===== config.mk =====
export PLATFORM = sky130hd
export DESIGN_NAME = rx_anc_integrate_dump
export DESIGN_NICKNAME = d
export VERILOG_FILES = /design/src/rtl/rx_anc_pkg.sv /design/src/rtl/rx_anc_acc_rail.sv /design/src/rtl/rx_anc_integrate_dump.sv
export SDC_FILE = /design/constraint.sdc
export NUM_CORES = 1
export LEC_CHECK = 0
export ABC_AREA = 0
export BUFFER_PORTS_ARGS = -buffer_cell sky130_fd_sc_hd__buf_2
export CAP_MARGIN = 20
export CORE_MARGIN = 1
export CORE_UTILIZATION = 55
export CTS_CLUSTER_DIAMETER = 100
export DETAILED_ROUTE_END_ITERATION = 10
export PLACE_DENSITY = 0.78
export SETUP_SLACK_MARGIN = 0.15
export SLEW_MARGIN = 20
export SYNTH_ARGS = -nofsm -noshare
export SYNTH_HDL_FRONTEND = slang
export SYNTH_SLANG_ARGS = --single-unit

===== constraint.sdc =====
create_clock -name clk -period 7.33 [get_ports clk]
set_input_delay 0.3665 -clock clk [delete_from_list [all_inputs] [get_ports clk]]
set_output_delay 0.3665 -clock clk [all_outputs]
set_load 0.005 [all_outputs]

===== src/rtl/rx_anc_pkg.sv =====
`default_nettype none
// ============================================================================
// Module : rx_anc_pkg
// Brief  : Shared types and helpers for the ANC receive integrate-and-dump.
//          The result record is declared inside the top module because its
//          field widths follow that instance's parameters.
// Rev    : 1.0  initial release
// ============================================================================
package rx_anc_pkg;

  // Top-level control state: accepting samples, or stalled with a parked result
  typedef enum logic [0:0] {
    ST_ACCUM = 1'b0,
    ST_HOLD  = 1'b1
  } state_t;

  // Window length from the nsum control; zero still means one sample per window
  function automatic logic [31:0] nsum_to_nlat(input logic [31:0] nsum_v);
    return (nsum_v == 32'd0) ? 32'd1 : nsum_v;
  endfunction

endpackage
`default_nettype wire


===== src/rtl/rx_anc_acc_rail.sv =====
`default_nettype none
// ============================================================================
// Module : rx_anc_acc_rail
// Brief  : One rail of the integrator. Sign-extends the sample, loads it on
//          the first beat of a window and accumulates (wrapping) afterwards.
//          sum_o is the combinational running sum including the current beat.
//          With RX_ANC_ID_OVF_DETECT_EN defined, ovf_o flags a two's
//          complement overflow of the current accumulate.
// Rev    : 1.0  initial release
// ============================================================================
module rx_anc_acc_rail #(
  parameter int DATA_WIDTH = 16,
  parameter int ACC_WIDTH  = 32
) (
  input  logic                  clk,
  input  logic                  reset,
  input  logic                  srst,
  input  logic                  en_i,
  input  logic                  first_i,
  input  logic                  dump_i,
  input  logic [DATA_WIDTH-1:0] din_i,
`ifdef RX_ANC_ID_OVF_DETECT_EN
  output logic                  ovf_o,
`endif
  output logic [ACC_WIDTH-1:0]  sum_o
);

  logic [ACC_WIDTH-1:0] acc_q;
  logic [ACC_WIDTH-1:0] acc_d;
  logic [ACC_WIDTH-1:0] din_ext;

  assign din_ext = {{(ACC_WIDTH-DATA_WIDTH){din_i[DATA_WIDTH-1]}}, din_i};

  // First beat of a window replaces the stale sum instead of adding to it
  assign sum_o = first_i ? din_ext : (acc_q + din_ext);

`ifdef RX_ANC_ID_OVF_DETECT_EN
  // Overflow only exists on a real add: equal operand signs, different result sign
  assign ovf_o = en_i && !first_i &&
                 (acc_q[ACC_WIDTH-1] == din_ext[ACC_WIDTH-1]) &&
                 (sum_o[ACC_WIDTH-1] != acc_q[ACC_WIDTH-1]);
`endif

  // Next accumulator: running sum, or back to zero once the window is dumped
  always_comb begin
    acc_d = acc_q;
    if (en_i) begin
      acc_d = dump_i ? '0 : sum_o;
    end
  end

  // Accumulator register with async and sync clear
  always_ff @(posedge clk or posedge reset) begin
    if (reset) begin
      acc_q <= '0;
    end else if (srst) begin
      acc_q <= '0;
    end else begin
      acc_q <= acc_d;
    end
  end

endmodule
`default_nettype wire


===== src/rtl/rx_anc_integrate_dump.sv =====
`default_nettype none
// ============================================================================
// Module : rx_anc_integrate_dump
// Brief  : Coherent I/Q integrate-and-dump over nsum samples (or up to
//          in_tlast). One result register plus one hold register; upstream
//          is stalled only while the hold register is occupied.
//          Optional macro RX_ANC_ID_OVF_DETECT_EN adds a sticky overflow
//          flag (ovf) with clear input (ovf_clr).
// Rev    : 1.0  initial release
// ============================================================================
module rx_anc_integrate_dump
  import rx_anc_pkg::*;
#(
  parameter int DATA_WIDTH = 16,
  parameter int ACC_WIDTH  = 32,
  parameter int NSUM_WIDTH = 16
) (
  input  logic                  clk,
  input  logic                  reset,
  input  logic                  srst,
  input  logic [NSUM_WIDTH-1:0] nsum,
  input  logic [DATA_WIDTH-1:0] in_i,
  input  logic [DATA_WIDTH-1:0] in_q,
  input  logic                  in_tvalid,
  input  logic                  in_tlast,
  output logic                  in_tready,
  output logic [ACC_WIDTH-1:0]  out_i,
  output logic [ACC_WIDTH-1:0]  out_q,
  output logic [NSUM_WIDTH-1:0] out_cnt,
  output logic                  out_tlast,
  output logic                  out_tvalid,
`ifdef RX_ANC_ID_OVF_DETECT_EN
  output logic                  ovf,
  input  logic                  ovf_clr,
`endif
  input  logic                  out_tready
);

  typedef struct packed {
    logic [ACC_WIDTH-1:0]  i;
    logic [ACC_WIDTH-1:0]  q;
    logic [NSUM_WIDTH-1:0] cnt;
    logic                  last;
  } res_t;

  state_t                state_q, state_d;
  logic [NSUM_WIDTH-1:0] cnt_q, cnt_d;
  logic [NSUM_WIDTH-1:0] nlat_q, nlat_d;
  res_t                  out_q_r, out_d_r;
  res_t                  hold_q, hold_d;
  logic                  outv_q, outv_d;

  logic                  in_fire;
  logic                  out_fire;
  logic                  first;
  logic                  win_end;
  logic [NSUM_WIDTH-1:0] nlat_new;
  logic [NSUM_WIDTH-1:0] nlat_cur;
  logic [NSUM_WIDTH-1:0] cnt_inc;
  logic [ACC_WIDTH-1:0]  sum_i;
  logic [ACC_WIDTH-1:0]  sum_q;
  res_t                  res;

  assign in_tready = (state_q == ST_ACCUM);
  assign in_fire   = in_tvalid && in_tready;
  assign out_fire  = outv_q && out_tready;
  assign first     = (cnt_q == '0);
  assign nlat_new  = NSUM_WIDTH'(nsum_to_nlat(32'(nsum)));
  // Window length is latched on the first beat; later nsum edits wait a window
  assign nlat_cur  = first ? nlat_new : nlat_q;
  assign cnt_inc   = cnt_q + 1'b1;
  assign win_end   = in_fire && ((cnt_inc == nlat_cur) || in_tlast);

  assign out_i      = out_q_r.i;
  assign out_q      = out_q_r.q;
  assign out_cnt    = out_q_r.cnt;
  assign out_tlast  = out_q_r.last;
  assign out_tvalid = outv_q;

`ifdef RX_ANC_ID_OVF_DETECT_EN
  logic ovf_rail_i, ovf_rail_q;
  logic ovf_q, ovf_d;
`endif

  rx_anc_acc_rail #(.DATA_WIDTH(DATA_WIDTH), .ACC_WIDTH(ACC_WIDTH)) u_rail_i (
    .clk     (clk),
    .reset   (reset),
    .srst    (srst),
    .en_i    (in_fire),
    .first_i (first),
    .dump_i  (win_end),
    .din_i   (in_i),
`ifdef RX_ANC_ID_OVF_DETECT_EN
    .ovf_o   (ovf_rail_i),
`endif
    .sum_o   (sum_i)
  );

  rx_anc_acc_rail #(.DATA_WIDTH(DATA_WIDTH), .ACC_WIDTH(ACC_WIDTH)) u_rail_q (
    .clk     (clk),
    .reset   (reset),
    .srst    (srst),
    .en_i    (in_fire),
    .first_i (first),
    .dump_i  (win_end),
    .din_i   (in_q),
`ifdef RX_ANC_ID_OVF_DETECT_EN
    .ovf_o   (ovf_rail_q),
`endif
    .sum_o   (sum_q)
  );

  // Counter, window length, output register and hold-register sequencing
  always_comb begin
    res      = '{i: sum_i, q: sum_q, cnt: cnt_inc, last: in_tlast};
    state_d  = state_q;
    cnt_d    = cnt_q;
    nlat_d   = nlat_q;
    out_d_r  = out_q_r;
    hold_d   = hold_q;
    outv_d   = outv_q;

    if (in_fire) begin
      cnt_d = win_end ? '0 : cnt_inc;
      if (first) begin
        nlat_d = nlat_new;
      end
    end

    if (win_end) begin
      // Output slot free (or emptying now): publish directly, else park it
      if (!outv_q || out_fire) begin
        out_d_r = res;
        outv_d  = 1'b1;
      end else begin
        hold_d  = res;
        state_d = ST_HOLD;
      end
    end else if ((state_q == ST_HOLD) && out_fire) begin
      out_d_r = hold_q;
      state_d = ST_ACCUM;
    end else if (out_fire) begin
      outv_d = 1'b0;
    end
  end

  // Control and data registers; async reset and sync clear discard everything
  always_ff @(posedge clk or posedge reset) begin
    if (reset) begin
      state_q <= ST_ACCUM;
      cnt_q   <= '0;
      nlat_q  <= '0;
      out_q_r <= '0;
      hold_q  <= '0;
      outv_q  <= 1'b0;
    end else if (srst) begin
      state_q <= ST_ACCUM;
      cnt_q   <= '0;
      nlat_q  <= '0;
      out_q_r <= '0;
      hold_q  <= '0;
      outv_q  <= 1'b0;
    end else begin
      state_q <= state_d;
      cnt_q   <= cnt_d;
      nlat_q  <= nlat_d;
      out_q_r <= out_d_r;
      hold_q  <= hold_d;
      outv_q  <= outv_d;
    end
  end

`ifdef RX_ANC_ID_OVF_DETECT_EN
  // Sticky overflow: a new overflow wins over a same-cycle clear
  always_comb begin
    ovf_d = ovf_q;
    if (ovf_rail_i || ovf_rail_q) begin
      ovf_d = 1'b1;
    end else if (ovf_clr) begin
      ovf_d = 1'b0;
    end
  end

  // Overflow flag register
  always_ff @(posedge clk or posedge reset) begin
    if (reset) begin
      ovf_q <= 1'b0;
    end else if (srst) begin
      ovf_q <= 1'b0;
    end else begin
      ovf_q <= ovf_d;
    end
  end

  assign ovf = ovf_q;
`endif

endmodule
`default_nettype wire


==> results.env <==
PLACEMENTROWS=59
VIOLATIONS='DRC'
TIMING.RR.START='cnt_q[0]'
CLOCK_SKEW_NS=0.0151
MAXCAPVIOLATIONS=0
BOUNDARYPINS=137
SYNTH.AREA.MUX_SHARE=0.0143
STARTING_DENSITY_OF_THE_CORE=0.564
POSTCTSSETUPBUFFERS=0
POWER_SWITCHING_SHARE=0.283
NET_COUNT_OF_THE_MAPPED_NETLIST=1761
TIMING.SLEW.HEADROOM=0.354
DIE_X_UM=166
UNREPAIRED_SETUP_ENDPOINTS_AFTER_GLOBAL_ROUTING='false'
WORST_SLEW_PIN_SLEW_NS=0.969
CTS.REPORTEDPATHS.CLKPINSLEW_NS=0.06
LAYOUT_CELLS_SIZED_ABOVE_1=0.133
YOSYSWARNINGS=0
PLACE_WS_NS=3.03
ANTENNA_FOUND_INITIAL=0
COMMONEST_NON_FILL_NON_TAP_CELL_IN_THE_LAYOUT='dfrtp_1'
POST_SYNTH_NUM_CELL_TYPES=73
ROUTE.VIAS.TOTAL=12773
CP_MAX_FO=27
PLACE.PORT_BUFFERS=136
GRT_START_MAX_NET_PINS=170
CELLPOWERDENSITY_mW_PER_MM2=219
CRITICALPATHCATEGORY='flop to flop'
WORST_PATH_MAX_DELAY_CELL='nor2_2'
DR.PASS1.ITERS=8
SEQ_AREA_FRAC_SYNTH=0.439
HOLD_PATH_END='state_q'
LEAKAGEPOWER_nW=7.76
ANT_NETS=0
SYNTH-SEQ-CELLS=260
FMAXACHIEVABLE_MHz=229
SYNTHFLOPTYPE='dfrtp_1'
POST_SYNTH_FA_HA_MAJ_AREA_FRACTION=0.0567
DIODES=0
SWITCHINGPOWER_mW=1.03
SYNTH-COMPOUND-AREA-SHARE=0.251
PERIOD_NEEDED_NS=4.36
DRT-WIRELENGTH-PER-CELL_UM=18.6
FINAL-SETUP-VIOL-COUNT=0
POST_SYNTH_XOR_AREA_FRACTION=0.0504
INSERTION_DELAY_NS=0.55
FINALHOLDVIOLCOUNT=0
R2R-END='out_q[10]'
SYNTHESIS.AREA_MM2=0.0148
CLK_ROOT_BUFFER_CELL='clkbuf_16'
R2R_CELLS=13
MAXIMUM_SINGLE_STAGE_DELAY_ON_THE_CRITICAL_PATH_NS=0.61
WORST-R2R-SETUP-SLACK_NS=2.97
TIMING.FINAL.CRIT_SHARE=0.595
MAIN_COMBINATIONAL_CELL_FAMILY_BY_AREA_AFTER_SYNTHESIS='compound AO/OA/AOI/OAI gates'
FILLERS=2191
P_COMB_FRAC=0.168
REMAINING_DRC_ERRORS=9
PATH_BUF_INV=2
FIRST_GLOBAL_VIAS=12405
PATH_CELLS='inv_1 > ha_1 > nor4b_2 > nand4_4 > mux2i_1 > xor2_1 > nor4_2 > and4_1 > o21ai_4 > nor2_2 > buf_4 > a22oi_1 > a21oi_1'
CP_DATA_ARRIVAL_TIME_NS=4.82
MOSTFREQUENTLAYOUTCELLS='260 x dfrtp_1, 199 x nand2_1, 178 x a21oi_1, 163 x nor2_1, 149 x o21ai_0'
CP_TOP_FAMILY='simple AND/OR/NAND/NOR gates'
POWER.TOTAL_mW=3.66
NUMCLOCKSINKS=260
FIN_SETUP_TNS_NS=0
PLACE_INST=2026
CTS_TREE='done'
SYNTH-ASYNC-RESET-RATIO=1.00
SYNTHESIS.INSTANCES=1641
P_SEQ_FRAC=0.426
FINAL_CRITICAL_PATH_SETUP_SLACK_NS=2.97
IRDROPWORSTVDD_mV=0.180
FIRST_PASS_GRT_WIRE_LENGTH_UM=64500
NNETSFINAL=1844
POWER_REPORT.INTERNAL_TOTAL_mW=2.62
NUMBER_OF_FLOPS_MAPPED_TO_ENABLE_CELLS_BY_YOSYS=0
FINALMAXSLEWVIOLATIONS=0
MIN_DELAY_PATH_DEPTH=2
CLOCK_PATH_BUFFERS=3
WORSTHOLDPATHTYPE='primary input to flop'
CRITICAL_PATH.STARTPOINT_TYPE='flop'
POSTROUTEWIRELENGTH_UM=38800
AVGVIACOUNTPERCELL=6.14
ROUTABILITYCONGESTION=0.934
CORE_AREA_MM2=0.0263
WORST_EP_REQUIRED_TIME_NS=7.79
DPL.HPWL_UM=25700
SETUP.WORST_PATH.END_CLASS='flop'
POSTLAYOUTCOREUTIL=0.634
CTS_H_TREE_DEPTH=1
CTS_MADE_BUFFERS=29
PART_OF_THE_POWER_IN_THE_CLOCK_NETWORK=0.406
AREA.GROWTH.SYNTH_TO_FINAL_PCT=12.4
GR-USAGE-ALL-LAYERS=0.284
DESIGN.DIE.AREA_MM2=0.0276
SYNTHESIS.AREA_PER_INSTANCE_UM2=9.04
OUTCOME='complete, but fails checks'
SYNTH_SIMPLE_GATE_AREA_FRAC=0.149
HOLDCRITSTARTPOINT='out_tready'
LAYOUT.CELLS.NON_FILLER=2081
GLOBALROUTE.TOTALOVERFLOW=0
FIRST_ITER_VIOLATIONS=1195
VERTICAL_DIE_DIMENSION_UM=166
[power groups by stage]
stage | Sequential, mW | Combinational (mW) | Clock [mW]
after global placement | 1.58 | 0.593 | 0
after CTS | 1.56 | 0.611 | 1.51
final | 1.56 | 0.615 | 1.48
after floorplan | 1.58 | 0.419 | 0
after global routing | 1.57 | 0.685 | 1.56
after detailed placement | 1.58 | 0.607 | 0
[cells in the mapped netlist (5+ instances only)]
master / count / area (um2)
nor4_1: 11 / 68.8
a31oi_1: 15 / 93.8
clkbuf_1: 59 / 221
a21o_1: 33 / 248
xor2_1: 37 / 324
a211oi_1: 15 / 113
a41oi_1: 5 / 43.8
o21a_1: 6 / 45.0
and3_1: 11 / 68.8
o21ai_1: 7 / 35.0
inv_1: 34 / 128
o22ai_1: 13 / 81.3
nor3_1: 16 / 80.1
nand2b_1: 9 / 56.3
nor2b_1: 7 / 43.8
o31ai_1: 15 / 113
xnor2_1: 38 / 333
a22o_1: 52 / 455
nand3_1: 25 / 125
a21oi_1: 178 / 891
nor2_1: 165 / 619
dfrtp_1: 260 / 6510
ha_1: 64 / 801
nand4_1: 8 / 50.1
a2bb2oi_1: 23 / 201
and4_1: 5 / 43.8
mux2i_1: 20 / 200
a22oi_1: 26 / 195
nand2_1: 199 / 747
and2_1: 10 / 62.6
buf_2: 29 / 145
o21ai_0: 149 / 746
[final cells by class]
type	count	area, um2	area share
well taps	335	419	0.0251
repair buffers	151	841	0.0504
clock buffers	37	806	0.0483
inverters	35	135	0.00811
multi-input cells	1247	7790	0.467
flip-flops and latches	260	6510	0.390
clock inverters	16	173	0.0104
[metal layers]
layer	global-route usage	part of all wire
met1	0.406	0.46
met3	0.0403	0.070
met5	0	0
met2	0.448	0.45
met4	0.0829	0.020
[registers in the layout (all words and copies together) (netlist names)]
signal,flops
u_rail_i.acc_q,32
out_tvalid,1
hold_q,81
state_q,1
nlat_q,16
out_q,32
out_i,32
out_tlast,1
out_cnt,16
cnt_q,16
u_rail_q.acc_q,32
[worst max-delay path by stage]
stage / from / endpoint / slack (ns) / cells after the start
5_1_grt: cnt_q[0] / cnt_q[6] / 2.53 / 13
3_5_place_dp: cnt_q[0] / cnt_q[2] / 3.03 / 13
4_1_cts: cnt_q[0] / hold_q[78] / 2.97 / 12
6_report: cnt_q[0] / out_q[10] / 2.97 / 13
3_3_place_gp: cnt_q[0] / hold_q[1] / 3.19 / 11
2_1_floorplan: reset / cnt_q[0] / 3.54 / 1
[through the flow]
step                cell area (um2)  hold WS (ns)
floorplan                     14800         0.449
global placement              15700         0.462
detailed placement            15700         0.467
CTS                           16600        0.0349
global route                  16700        0.0621
finish                        16700        0.0472
[cells by family after synthesis]
logic type / count (synthesis)
adders and majority gates: 66
DFF: 260
buffers and inverters: 134
and+or+nand+nor: 494
muxes: 21
AOI/OAI and AO/OA: 587
xor gates and xnor gates: 79
[repair_timing]
item                                   CTS  global route
endpoints found under the hold margin   28             0
hold buffers                             1             0
resized for setup                        0             0
(Power assumes the default switching activity.)
